[config.mk]
export PLATFORM = sky130hd
export DESIGN_NAME = sumsq
export DESIGN_NICKNAME = d
export VERILOG_FILES = /design/src/rtl/sumsq.sv
export SDC_FILE = /design/constraint.sdc
export NUM_CORES = 1
export LEC_CHECK = 0
export ABC_AREA = 1
export BUFFER_PORTS_ARGS = -buffer_cell sky130_fd_sc_hd__buf_2
export CORE_ASPECT_RATIO = 0.9
export CORE_MARGIN = 10
export CORE_UTILIZATION = 25
export DETAILED_ROUTE_END_ITERATION = 10
export PLACE_DENSITY = 0.4
export SLEW_MARGIN = 10
export SYNTH_ARGS = -nofsm -noshare
export SYNTH_HDL_FRONTEND = slang
export SYNTH_SLANG_ARGS = --single-unit
[constraint.sdc]
create_clock -name clk -period 3.8 [get_ports clk]
set_input_delay 0.76 -clock clk [delete_from_list [all_inputs] [get_ports clk]]
set_output_delay 0.76 -clock clk [all_outputs]
set_load 0.005 [all_outputs]
[src/rtl/sumsq.sv]
// Bit-serial sum-of-squares stage: accepts a signed (I, Q) pair and produces
// the unsigned I^2 + Q^2 on a held output register with valid/ready handshakes.
module sumsq #(
  parameter int unsigned W = 8
) (
  input  logic           clk,
  input  logic           reset,
  input  logic [W-1:0]   i_in,
  input  logic [W-1:0]   q_in,
  input  logic           in_valid,
  output logic           in_ready,
  output logic [2*W:0]   sq_out,
  output logic           out_valid,
  input  logic           out_ready,
  output logic           busy
);

  localparam int unsigned OW = 2 * W + 1;
  localparam int unsigned MW = 2 * W;
  localparam int unsigned CW = $clog2(W);

  typedef enum logic [1:0] {
    IDLE = 2'd0,
    SQI  = 2'd1,
    SQQ  = 2'd2,
    DONE = 2'd3
  } state_t;

  state_t          state_q;
  logic [W-1:0]    abs_q_q;
  logic [MW-1:0]   mcand_q;
  logic [W-1:0]    mplier_q;
  logic [OW-1:0]   acc_q;
  logic [CW-1:0]   cnt_q;
  logic [OW-1:0]   sq_out_q;
  logic            out_valid_q;

  logic [W-1:0]    abs_i_c;
  logic [W-1:0]    abs_q_c;
  logic [OW-1:0]   acc_d;
  logic            last_bit_c;

  // Magnitudes of the raw samples; the most negative value maps to 2^(W-1).
  always_comb begin
    abs_i_c = i_in[W-1] ? W'(-i_in) : i_in;
    abs_q_c = q_in[W-1] ? W'(-q_in) : q_in;
  end

  // One shift-add step of the shared multiplier.
  always_comb begin
    acc_d      = acc_q + (mplier_q[0] ? OW'(mcand_q) : OW'(0));
    last_bit_c = (cnt_q == CW'(W - 1));
  end

  always_ff @(posedge clk) begin
    if (reset) begin
      state_q     <= IDLE;
      abs_q_q     <= '0;
      mcand_q     <= '0;
      mplier_q    <= '0;
      acc_q       <= '0;
      cnt_q       <= '0;
      sq_out_q    <= '0;
      out_valid_q <= 1'b0;
    end else begin
      case (state_q)
        IDLE: begin
          if (in_valid) begin
            abs_q_q  <= abs_q_c;
            acc_q    <= '0;
            cnt_q    <= '0;
            mcand_q  <= MW'(abs_i_c);
            mplier_q <= abs_i_c;
            state_q  <= SQI;
          end
        end
        SQI: begin
          acc_q <= acc_d;
          if (last_bit_c) begin
            mcand_q  <= MW'(abs_q_q);
            mplier_q <= abs_q_q;
            cnt_q    <= '0;
            state_q  <= SQQ;
          end else begin
            mcand_q  <= {mcand_q[MW-2:0], 1'b0};
            mplier_q <= {1'b0, mplier_q[W-1:1]};
            cnt_q    <= cnt_q + CW'(1);
          end
        end
        SQQ: begin
          acc_q    <= acc_d;
          mcand_q  <= {mcand_q[MW-2:0], 1'b0};
          mplier_q <= {1'b0, mplier_q[W-1:1]};
          cnt_q    <= cnt_q + CW'(1);
          if (last_bit_c) begin
            sq_out_q    <= acc_d;
            out_valid_q <= 1'b1;
            state_q     <= DONE;
          end
        end
        DONE: begin
          if (out_ready) begin
            out_valid_q <= 1'b0;
            state_q     <= IDLE;
          end
        end
        default: state_q <= IDLE;
      endcase
    end
  end

  assign in_ready  = (state_q == IDLE);
  assign busy      = (state_q != IDLE);
  assign sq_out    = sq_out_q;
  assign out_valid = out_valid_q;

endmodule

==> results of run 1 <==
==> report_power, final <==
group | switching (mW) | internal (mW) | total [mW]
Sequential | 0.0891 | 0.856 | 0.945
Clock | 0.340 | 0.545 | 0.886
Combinational | 0.687 | 0.257 | 0.944
==> worst min-delay path by stage <==
stage	slack, ns	depth (start not counted)	end	start
6_report	0.47	2	acc_q[10]	acc_q[10]
5_1_grt	0.50	2	acc_q[11]	acc_q[11]
4_1_cts	0.47	2	acc_q[10]	acc_q[10]
3_5_place_dp	0.46	2	acc_q[10]	acc_q[10]
3_3_place_gp	0.45	2	acc_q[0]	acc_q[0]
2_1_floorplan	0.44	2	mcand_q[15]	mcand_q[15]
==> per-layer routing <==
| layer | part of all wire [%] | global-route usage (%) | up-vias |
|---|---|---|---|
| li1 | - | - | 2244 |
| met1 | 54 | 14.73 | 1850 |
| met2 | 41 | 16.10 | 77 |
| met3 | 4.3 | 2.542 | 10 |
| met4 | 1.5 | 3.955 | 0 |
| met5 | 0 | 0 | - |
==> placed cells by master (no fill, tap or decap), drive strengths merged, types with 4 or more instances in the layout <==
| master | count |
|---|---|
| inv | 128 |
| ha | 24 |
| nor3 | 8 |
| clkbuf | 12 |
| a31oi | 9 |
| a21oi | 49 |
| nand2 | 189 |
| o211ai | 14 |
| nand3 | 27 |
| dfxtp | 72 |
| xor2 | 10 |
| nand4 | 4 |
| clkinv | 4 |
| nor2 | 64 |
| o22ai | 9 |
| buf | 41 |
| o21ai | 50 |
==> stage by stage <==
step           util (%)  worst slack [ns]  cells  cell area (um^2)  power, mW
6_report          29.27             1.133    965              5139      2.775
5_1_grt           29.27            0.7250    965              5139      2.977
4_1_cts           29.27             1.082    965              5139      2.818
3_5_place_dp      27.51             1.108    949              4830      1.921
3_3_place_gp      27.51             1.163    949              4830      1.914
2_1_floorplan         -             1.694    694              4462      1.677
==> registers in the layout (all words and copies together), names as in the netlist <==
name / count
abs_q_q: 8
acc_q: 17
cnt_q: 3
mcand_q: 16
mplier_q: 8
out_valid: 1
sq_out: 17
state_q: 2
==> synthesized netlist by cell type, drive strengths merged (9+ instances only) <==
library cell	n
nand3	27
xor2	10
ha	24
o22ai	9
clkbuf	10
a21oi	49
o21ai	50
dfxtp	72
buf	16
nand2	189
nor2	64
a31oi	9
inv	128
o211ai	14
==> cell families after synthesis <==
logic type,count (synthesis),synth area share (%)
fa+ha+maj,25,7.179
compound gates,135,16.94
buf+inv,155,14.11
xor+xnor,12,2.356
simple gates,295,27.12
flops,72,32.31
==> area by class of cell <==
cell class	count	area share, %
Multi-Input combinational cell	467	46.53
Sequential cell	72	28.05
Inverter	129	9.472
Tap cell	240	5.844
Clock buffer	12	4.991
Timing Repair Buffer	41	4.091
Clock inverter	4	1.023
==> worst max-delay path, stage by stage (launching register included) <==
cell,delay (ns)
dfxtp_1,0.34
ha_1,0.15
ha_1,0.53
nand2_1,0.43
inv_1,0.78
nor2_1,0.11
nor2_1,0.11
o21ai_0,0.08
inv_1,0.06
==> impl_metrics.tcl, run 1 <==
set metrics [dict create \
    drv_slew 0 \
    setup_viol 0 \
    p_per_area_nw_per_um2 540.0 \
    fillers 1994 \
    num_vias 4181 \
    wire_per_inst_um 12.74 \
    synth_top_area_share_pct 32.31 \
    synth_area_per_cell_um2 6.429 \
    synthCells 694 \
    pin_count 40 \
    synth_edf_count 0 \
    cts_sinks 72 \
    drt_iter0_markers 282 \
    synthArstFlopShare_pct 0 \
    post-route-period-util_pct 70.18 \
    place_congestion 0.8261 \
    path_clk_slew_ns 0.06 \
    cts_htree_levels 3 \
    seq_area_frac_synth_pct 32.31 \
    worstReg2RegEnd "sq_out[6]" \
    grt-ovfl-total 0 \
    cts.repair.resized 0 \
    grt_pass1_vias 4123 \
    die_y_um 146.7 \
    rows 46 \
    crit_required_ns 4.09 \
    first_pass_iters 6 \
    hold_class "flip-flop to flip-flop" \
    seqCellArea_um2 1441 \
    rsz0062_at_grt "no" \
    numPortBuffers 39 \
    slew_headroom_pct 40.98 \
    antenna_found_initial 0 \
    detailed_place_hpwl_um 9171 \
    multi_input_area_um2 2391 \
    reg2reg_from "cnt_q[0]" \
    max-vdd-ir-drop_mv 0.2164 \
    core_area_um2 17550 \
    synthTopCellsByArea "dfxtp_1 (32%), nand2_1 (16%), inv_1 (11%)" \
    ys.flop_type "dfxtp_1" \
    globalRouteTotalUtil_pct 10.78 \
    drt-vias-per-instance 4.333 \
    r2r_cells 8 \
    area_growth_pct 15.17 \
    postCtsSetupRepairBufs 0 \
    fmax_ghz 0.3750 \
    antenna_left 0 \
    clockRootBuffer "clkbuf_16" \
    critPathMaxFanout 24 \
    cts_tree "done" \
    grt_first_pass_wirelength_um 20800 \
    crit_path_end "sq_out[6]" \
    reg2reg_setup_slack_ns 1.13 \
    status "finished, final reports clean" \
    cts_buffer_depth 2 \
    grt_max_degree 46 \
    ctsHoldBuffers 0 \
    arrival_ns 2.96 \
    startpoint "cnt_q[0]" \
    end_kind "flip-flop" \
    start_util_pct 25.42 \
    drc 0 \
    cap_violations 0 \
    cp-start-kind "flip-flop" \
    drive_gt1_share_pct 9.103 \
    tns_ns 0 \
    yosys.area.top_type "dfxtp_1" \
    diodes 0 \
    hold_viol 0 \
    crit_type "flip-flop to flip-flop" \
    timing.hold.ws_ns 0.4724 \
    fp.dieW_um 160.8 \
    netlist_area_um2 4462 \
    wirelength_um 12300 \
    fin_nets 765 \
    timing.final.crit_period_ns 2.667 \
    die-area_um2 23600 \
    synth_cell_types 35 \
    leakage_nw 2.634 \
    synth_nets 739 \
    worstSkewPairLatency_ns 0.35 \
    skew_ns 0.009665 \
    worst_slew_pin_slew_ns 0.8843 \
    yosys_warnings 0 \
    cts_made_buffers 9 \
    ys_seq_elements 72 \
]
Power figures use the tool's default switching activity.
==> run 2, diff against run 1 <==
PLACE_DENSITY = 0.42   (was 0.4)
clock period = 2.41 ns   (was 3.8 ns; I/O delays follow)
==> run 2 against run 1 <==
  * Core utilization up 0.66 points
  * Global-route usage down 0.15 points
  * Critical path type unchanged
  * Clock skew down 0.0010 ns
  * Final cell count up 0.73%
==> impl_metrics.tcl, run 2 (same netlist as run 1, synthesis figures left out) <==
set metrics [dict create \
    pre_cts_ws_ns 0.2080 \
    diodes 0 \
    status "finished, final reports clean" \
    setup_viol 0 \
    clockRootBuffer "clkbuf_16" \
    drive_gt1_share_pct 10.11 \
    cts_htree_levels 3 \
    cts_buffer_depth 2 \
    grt-ovfl-total 0 \
    timing.final.crit_period_ns 2.073 \
    max_stage_delay_ns 0.41 \
    grt_pass1_vias 4061 \
    first_pass_iters 4 \
    drc 0 \
    core_area_um2 17550 \
    crit_type "flip-flop to flip-flop" \
    tns_ns 0 \
    fmax_ghz 0.4824 \
    final_cell_mix "nand2_1 (189), inv_1 (125), dfxtp_1 (71)" \
    crit_required_ns 2.65 \
    p_int_mw 2.897 \
    max-vdd-ir-drop_mv 0.3670 \
    wire_per_inst_um 12.52 \
    hold_start "q_in[0]" \
    worst_slew_pin_slew_ns 0.8551 \
    area_growth_pct 17.78 \
    skew_ns 0.008644 \
    cts_tree "done" \
    pin_count 40 \
    r2r_cells 14 \
    power_frac_comb_pct 34.4 \
    start_util_pct 25.42 \
    detailed_place_hpwl_um 9002 \
    layout_commonest_cell "nand2_1" \
    path_clk_slew_ns 0.06 \
    cpMostUsedCell "nand2_1" \
    holdPathStages 3 \
    cts_made_buffers 9 \
    crit_buf_inv 2 \
    switching_share_pct 37.69 \
    post-route-period-util_pct 86.02 \
    wirelength_um 12170 \
    final_util_pct 29.94 \
    reg2reg_setup_slack_ns 0.34 \
    drt_iter0_markers 155 \
    antenna_found_initial 0 \
    switchingPower_mw 1.753 \
    clock_power_share_pct 33.6 \
    die_y_um 146.7 \
    arrival_ns 2.31 \
    placed_area_um2 4907 \
    seqPwrFrac_pct 32.0 \
    path_cells "nand2_1 -> inv_1 -> ha_1 -> fa_1 -> nand2_1 -> nand2_1 -> nand3_1 -> nand2_1 -> nand2_1 -> nand3_1 -> nand2_1 -> nand2_1 -> nand2_1 -> inv_1" \
    fin_nets 772 \
    die-area_um2 23600 \
    final_cell_area_um2 5255 \
    hold_class "input pin to flip-flop" \
    drt-vias-per-instance 4.295 \
    slew_headroom_pct 42.93 \
    p_per_area_nw_per_um2 884.8 \
    fp.dieW_um 160.8 \
    grt_max_degree 46 \
    numPortBuffers 39 \
    setup_slack_ns 0.3370 \
    end_kind "flip-flop" \
    drv_slew 0 \
    hold_viol 0 \
    reg2reg_from "mplier_q[0]" \
    worstHoldEndpoint "abs_q_q[0]" \
    place_congestion 0.8441 \
    worstSkewPairLatency_ns 0.34 \
    globalRouteTotalUtil_pct 10.63 \
    crit_family "simple AND/OR/NAND/NOR gates" \
    cp-start-kind "flip-flop" \
    worstReg2RegEnd "sq_out[16]" \
    num_vias 4175 \
    slowest_stage "fa_1" \
    cts_sinks 72 \
    critPathMaxFanout 17 \
    antenna_left 0 \
    leakage_nw 2.692 \
    fillers 1953 \
    cap_violations 0 \
    rsz0062_at_grt "no" \
    rows 46 \
    grt_first_pass_wirelength_um 20490 \
]
-- run 2: worst min-delay path: stages --
cell     delay, ns
buf_2         0.09
inv_1         0.05
a21oi_1       0.10
-- run 2: cell type report --
class / instances / area (um^2) / area share, %
clock buffers: 11 / 242.7 / 4.619
clock inverters: 5 / 103.9 / 1.976
inverters: 129 / 486.7 / 9.262
multi-input cells: 467 / 2391 / 45.50
flip-flops and latches: 72 / 1443 / 27.45
well taps: 240 / 300.3 / 5.714
repair buffers: 48 / 287.8 / 5.476
-- run 2: through the flow --
step / hold slack, ns / cells / total power, mW
global route: 0.4223 / 972 / 4.990
detailed placement: 0.4643 / 956 / 3.131
finish: 0.4232 / 972 / 4.650
floorplan: 0.4435 / 694 / 2.644
CTS: 0.4108 / 972 / 4.731
global placement: 0.4580 / 956 / 3.126
-- run 2: power by group through the flow --
stage	Sequential [mW]	Clock [mW]	Combinational [mW]
floorplan	1.45	0	1.19
global placement	1.51	0	1.62
detailed placement	1.51	0	1.62
CTS	1.49	1.62	1.62
global route	1.51	1.67	1.81
finish	1.49	1.56	1.60
-- run 2: worst max-delay path by stage --
stage | depth (start not counted) | endpoint | slack [ns] | from
finish | 14 | sq_out[16] | 0.34 | mplier_q[0]
global route | 14 | sq_out[12] | 0.06 | mplier_q[0]
CTS | 14 | sq_out[16] | 0.20 | mplier_q[0]
detailed placement | 14 | sq_out[16] | 0.21 | mplier_q[0]
global placement | 14 | sq_out[10] | 0.28 | mplier_q[0]
floorplan | 16 | sq_out[10] | 0.30 | mplier_q[0]
-- run 2: what timing repair did --
action / in CTS / in global routing
resized for setup: 0 / 1
hold buffers: 0 / 0
setup buffers: 0 / 0
setup endpoints to repair: 0 / 11
-- run 2: metal layers --
layer	GRT usage (%)	wire, um
met1	14.02	5998
met2	16.54	5290
met3	2.626	697
met4	3.682	180
met5	0	0
==> run 3, diff against run 2 <==
CTS_BUF_LIST = sky130_fd_sc_hd__clkbuf_8   (was unset)
MAX_ROUTING_LAYER = met4   (was unset)
==> run 3 against run 2 <==
  * Clock skew up 0.0060 ns
  * Final cell count unchanged
  * Clock power down 23%
  * Core utilization down 0.58 points
  * Maximum frequency down 0.47%
  * Worst setup slack worse by 0.0097 ns
  * Global-route usage up 0.28 points
  * Power down 7.6%
  * Sequential cell count unchanged
  * Sequential power about the same
  * Critical path type unchanged
==> impl_metrics.tcl, run 3 (same netlist as run 1, synthesis figures left out) <==
set metrics [dict create \
    status "finished, final reports clean" \
    first_pass_iters 5 \
    final_util_pct 29.36 \
    cpMostUsedCell "nand2_1" \
    drive_gt1_share_pct 10.11 \
    arrival_ns 2.35 \
    rows 46 \
    reg2reg_from "mplier_q[0]" \
    cap_violations 0 \
    timing.final.crit_period_ns 2.083 \
    p_per_area_nw_per_um2 833.4 \
    fin_nets 772 \
    antenna_found_initial 0 \
    cts_sinks 72 \
    p_int_mw 2.567 \
    top_layer "met4" \
    post-route-period-util_pct 86.42 \
    reg2reg_setup_slack_ns 0.33 \
    switching_share_pct 40.22 \
    place_congestion 0.8572 \
    area_growth_pct 15.51 \
    hold_class "input pin to flip-flop" \
    crit_required_ns 2.68 \
    switchingPower_mw 1.728 \
    clockRootBuffer "clkbuf_8" \
    fillers 1966 \
    rsz0062_at_grt "no" \
    hold_viol 0 \
    crit_buf_inv 2 \
    power_frac_comb_pct 37.4 \
    grt_pass1_vias 4041 \
    max_stage_delay_ns 0.41 \
    critPathMaxFanout 17 \
    worstSkewPairLatency_ns 0.36 \
    drv_slew 0 \
    cts_buffer_depth 2 \
    slowest_stage "dfxtp_2" \
    drc 0 \
    fmax_ghz 0.4801 \
    drt-met1-wl_um 6244 \
    worstSetupPathDepth 14 \
    skew_ns 0.01466 \
    diodes 0 \
    crit_path_end "sq_out[16]" \
    start_util_pct 25.42 \
    wl_met2_um 5286 \
    max-vdd-ir-drop_mv 0.3671 \
    crit_type "flip-flop to flip-flop" \
    grt-ovfl-total 0 \
    globalRouteTotalUtil_pct 10.91 \
    die-area_um2 23600 \
    layout_commonest_cell "nand2_1" \
    crit_family "simple AND/OR/NAND/NOR gates" \
    worstReg2RegEnd "sq_out[16]" \
    fp.dieW_um 160.8 \
    tns_ns 0 \
    worst_slew_pin_slew_ns 0.8467 \
    path_cells "nand2_1 -> inv_1 -> ha_1 -> fa_1 -> nand2_1 -> nand2_1 -> nand3_1 -> nand2_1 -> nand2_1 -> nand3_1 -> nand2_1 -> nand2_1 -> nand2_1 -> inv_1" \
    final_cell_mix "nand2_1 (189), inv_1 (126), dfxtp_1 (71)" \
    path_clk_slew_ns 0.08 \
    drt_iter0_markers 191 \
    grt_first_pass_wirelength_um 20450 \
    slew_headroom_pct 43.49 \
    multi_input_area_um2 2391 \
    end_kind "flip-flop" \
    clock_power_share_pct 28.0 \
    cts_htree_levels 3 \
    core_area_um2 17550 \
    numPortBuffers 39 \
    die_y_um 146.7 \
    num_vias 4180 \
    cts_made_buffers 9 \
    seqPwrFrac_pct 34.6 \
    wirelength_um 12210 \
    cp-start-kind "flip-flop" \
    detailed_place_hpwl_um 9002 \
    pin_count 40 \
    seqCellArea_um2 1443 \
    leakage_nw 2.650 \
    wire_per_inst_um 12.56 \
    r2r_cells 14 \
    antenna_left 0 \
    startpoint "mplier_q[0]" \
    setup_viol 0 \
    cts_tree "done" \
    wl_met3_um 517 \
    drt-vias-per-instance 4.300 \
    grt_max_degree 46 \
]
[run 3: changes by cell type in the layout (fill, tap and decap cells not counted)]
cell / previous run / this run
clkbuf_8: 1 / 10
inv_1: 125 / 126
clkbuf_1: 1 / 0
clkbuf_16: 9 / 0
[run 3: worst min-delay path by stage]
stage	end	startpoint	slack [ns]	cells past startpoint
6_report	abs_q_q[0]	q_in[0]	0.40	3
3_3_place_gp	sq_out[1]	sq_out[1]	0.46	2
3_5_place_dp	mcand_q[15]	mcand_q[15]	0.46	2
4_1_cts	abs_q_q[0]	q_in[0]	0.37	3
5_1_grt	abs_q_q[0]	q_in[0]	0.38	3
2_1_floorplan	mcand_q[15]	mcand_q[15]	0.44	2
[run 3: routing by layer]
metal | up-vias | track usage [%]
met5 | - | -
met4 | 0 | 3.545
met3 | 10 | 2.346
met2 | 83 | 16.47
met1 | 1831 | 14.23
li1 | 2256 | -
[run 3: metrics by stage]
stage	area [um^2]	total power, mW	hold WS (ns)	setup slack, ns	std cells
after floorplan	4462	2.644	0.4435	0.3037	694
after global placement	4907	3.126	0.4580	0.2781	956
after detailed placement	4907	3.131	0.4643	0.2080	956
after CTS	5152	4.357	0.3736	0.1926	972
after global routing	5154	4.613	0.3830	0.06269	972
final	5154	4.295	0.3959	0.3273	972
[run 3: tightest hold or removal path: stages]
cell	delay [ns]
buf_2	0.09
inv_1	0.05
a21oi_1	0.10
[run 3: layout make-up]
cell class                 count  area share (%)
multi-input combinational    467           46.39
tap                          240           5.827
timing repair buffer          48           5.584
clock buffer                  10           2.671
sequential                    72           27.99
inverter                     129           9.444
clock inverter                 6           2.088
[run 3: power groups by stage]
stage / clock (mW) / combinational, mW / sequential [mW]
3_5_place_dp: 0 / 1.62 / 1.51
4_1_cts: 1.25 / 1.62 / 1.49
6_report: 1.20 / 1.61 / 1.48
2_1_floorplan: 0 / 1.19 / 1.45
5_1_grt: 1.29 / 1.81 / 1.51
3_3_place_gp: 0 / 1.62 / 1.51
[run 3: what timing repair did]
action                     4_1_cts  5_1_grt
gates resized for setup          0        1
setup buffers                    0        0
setup endpoints to repair        0       11
hold buffers                     0        0
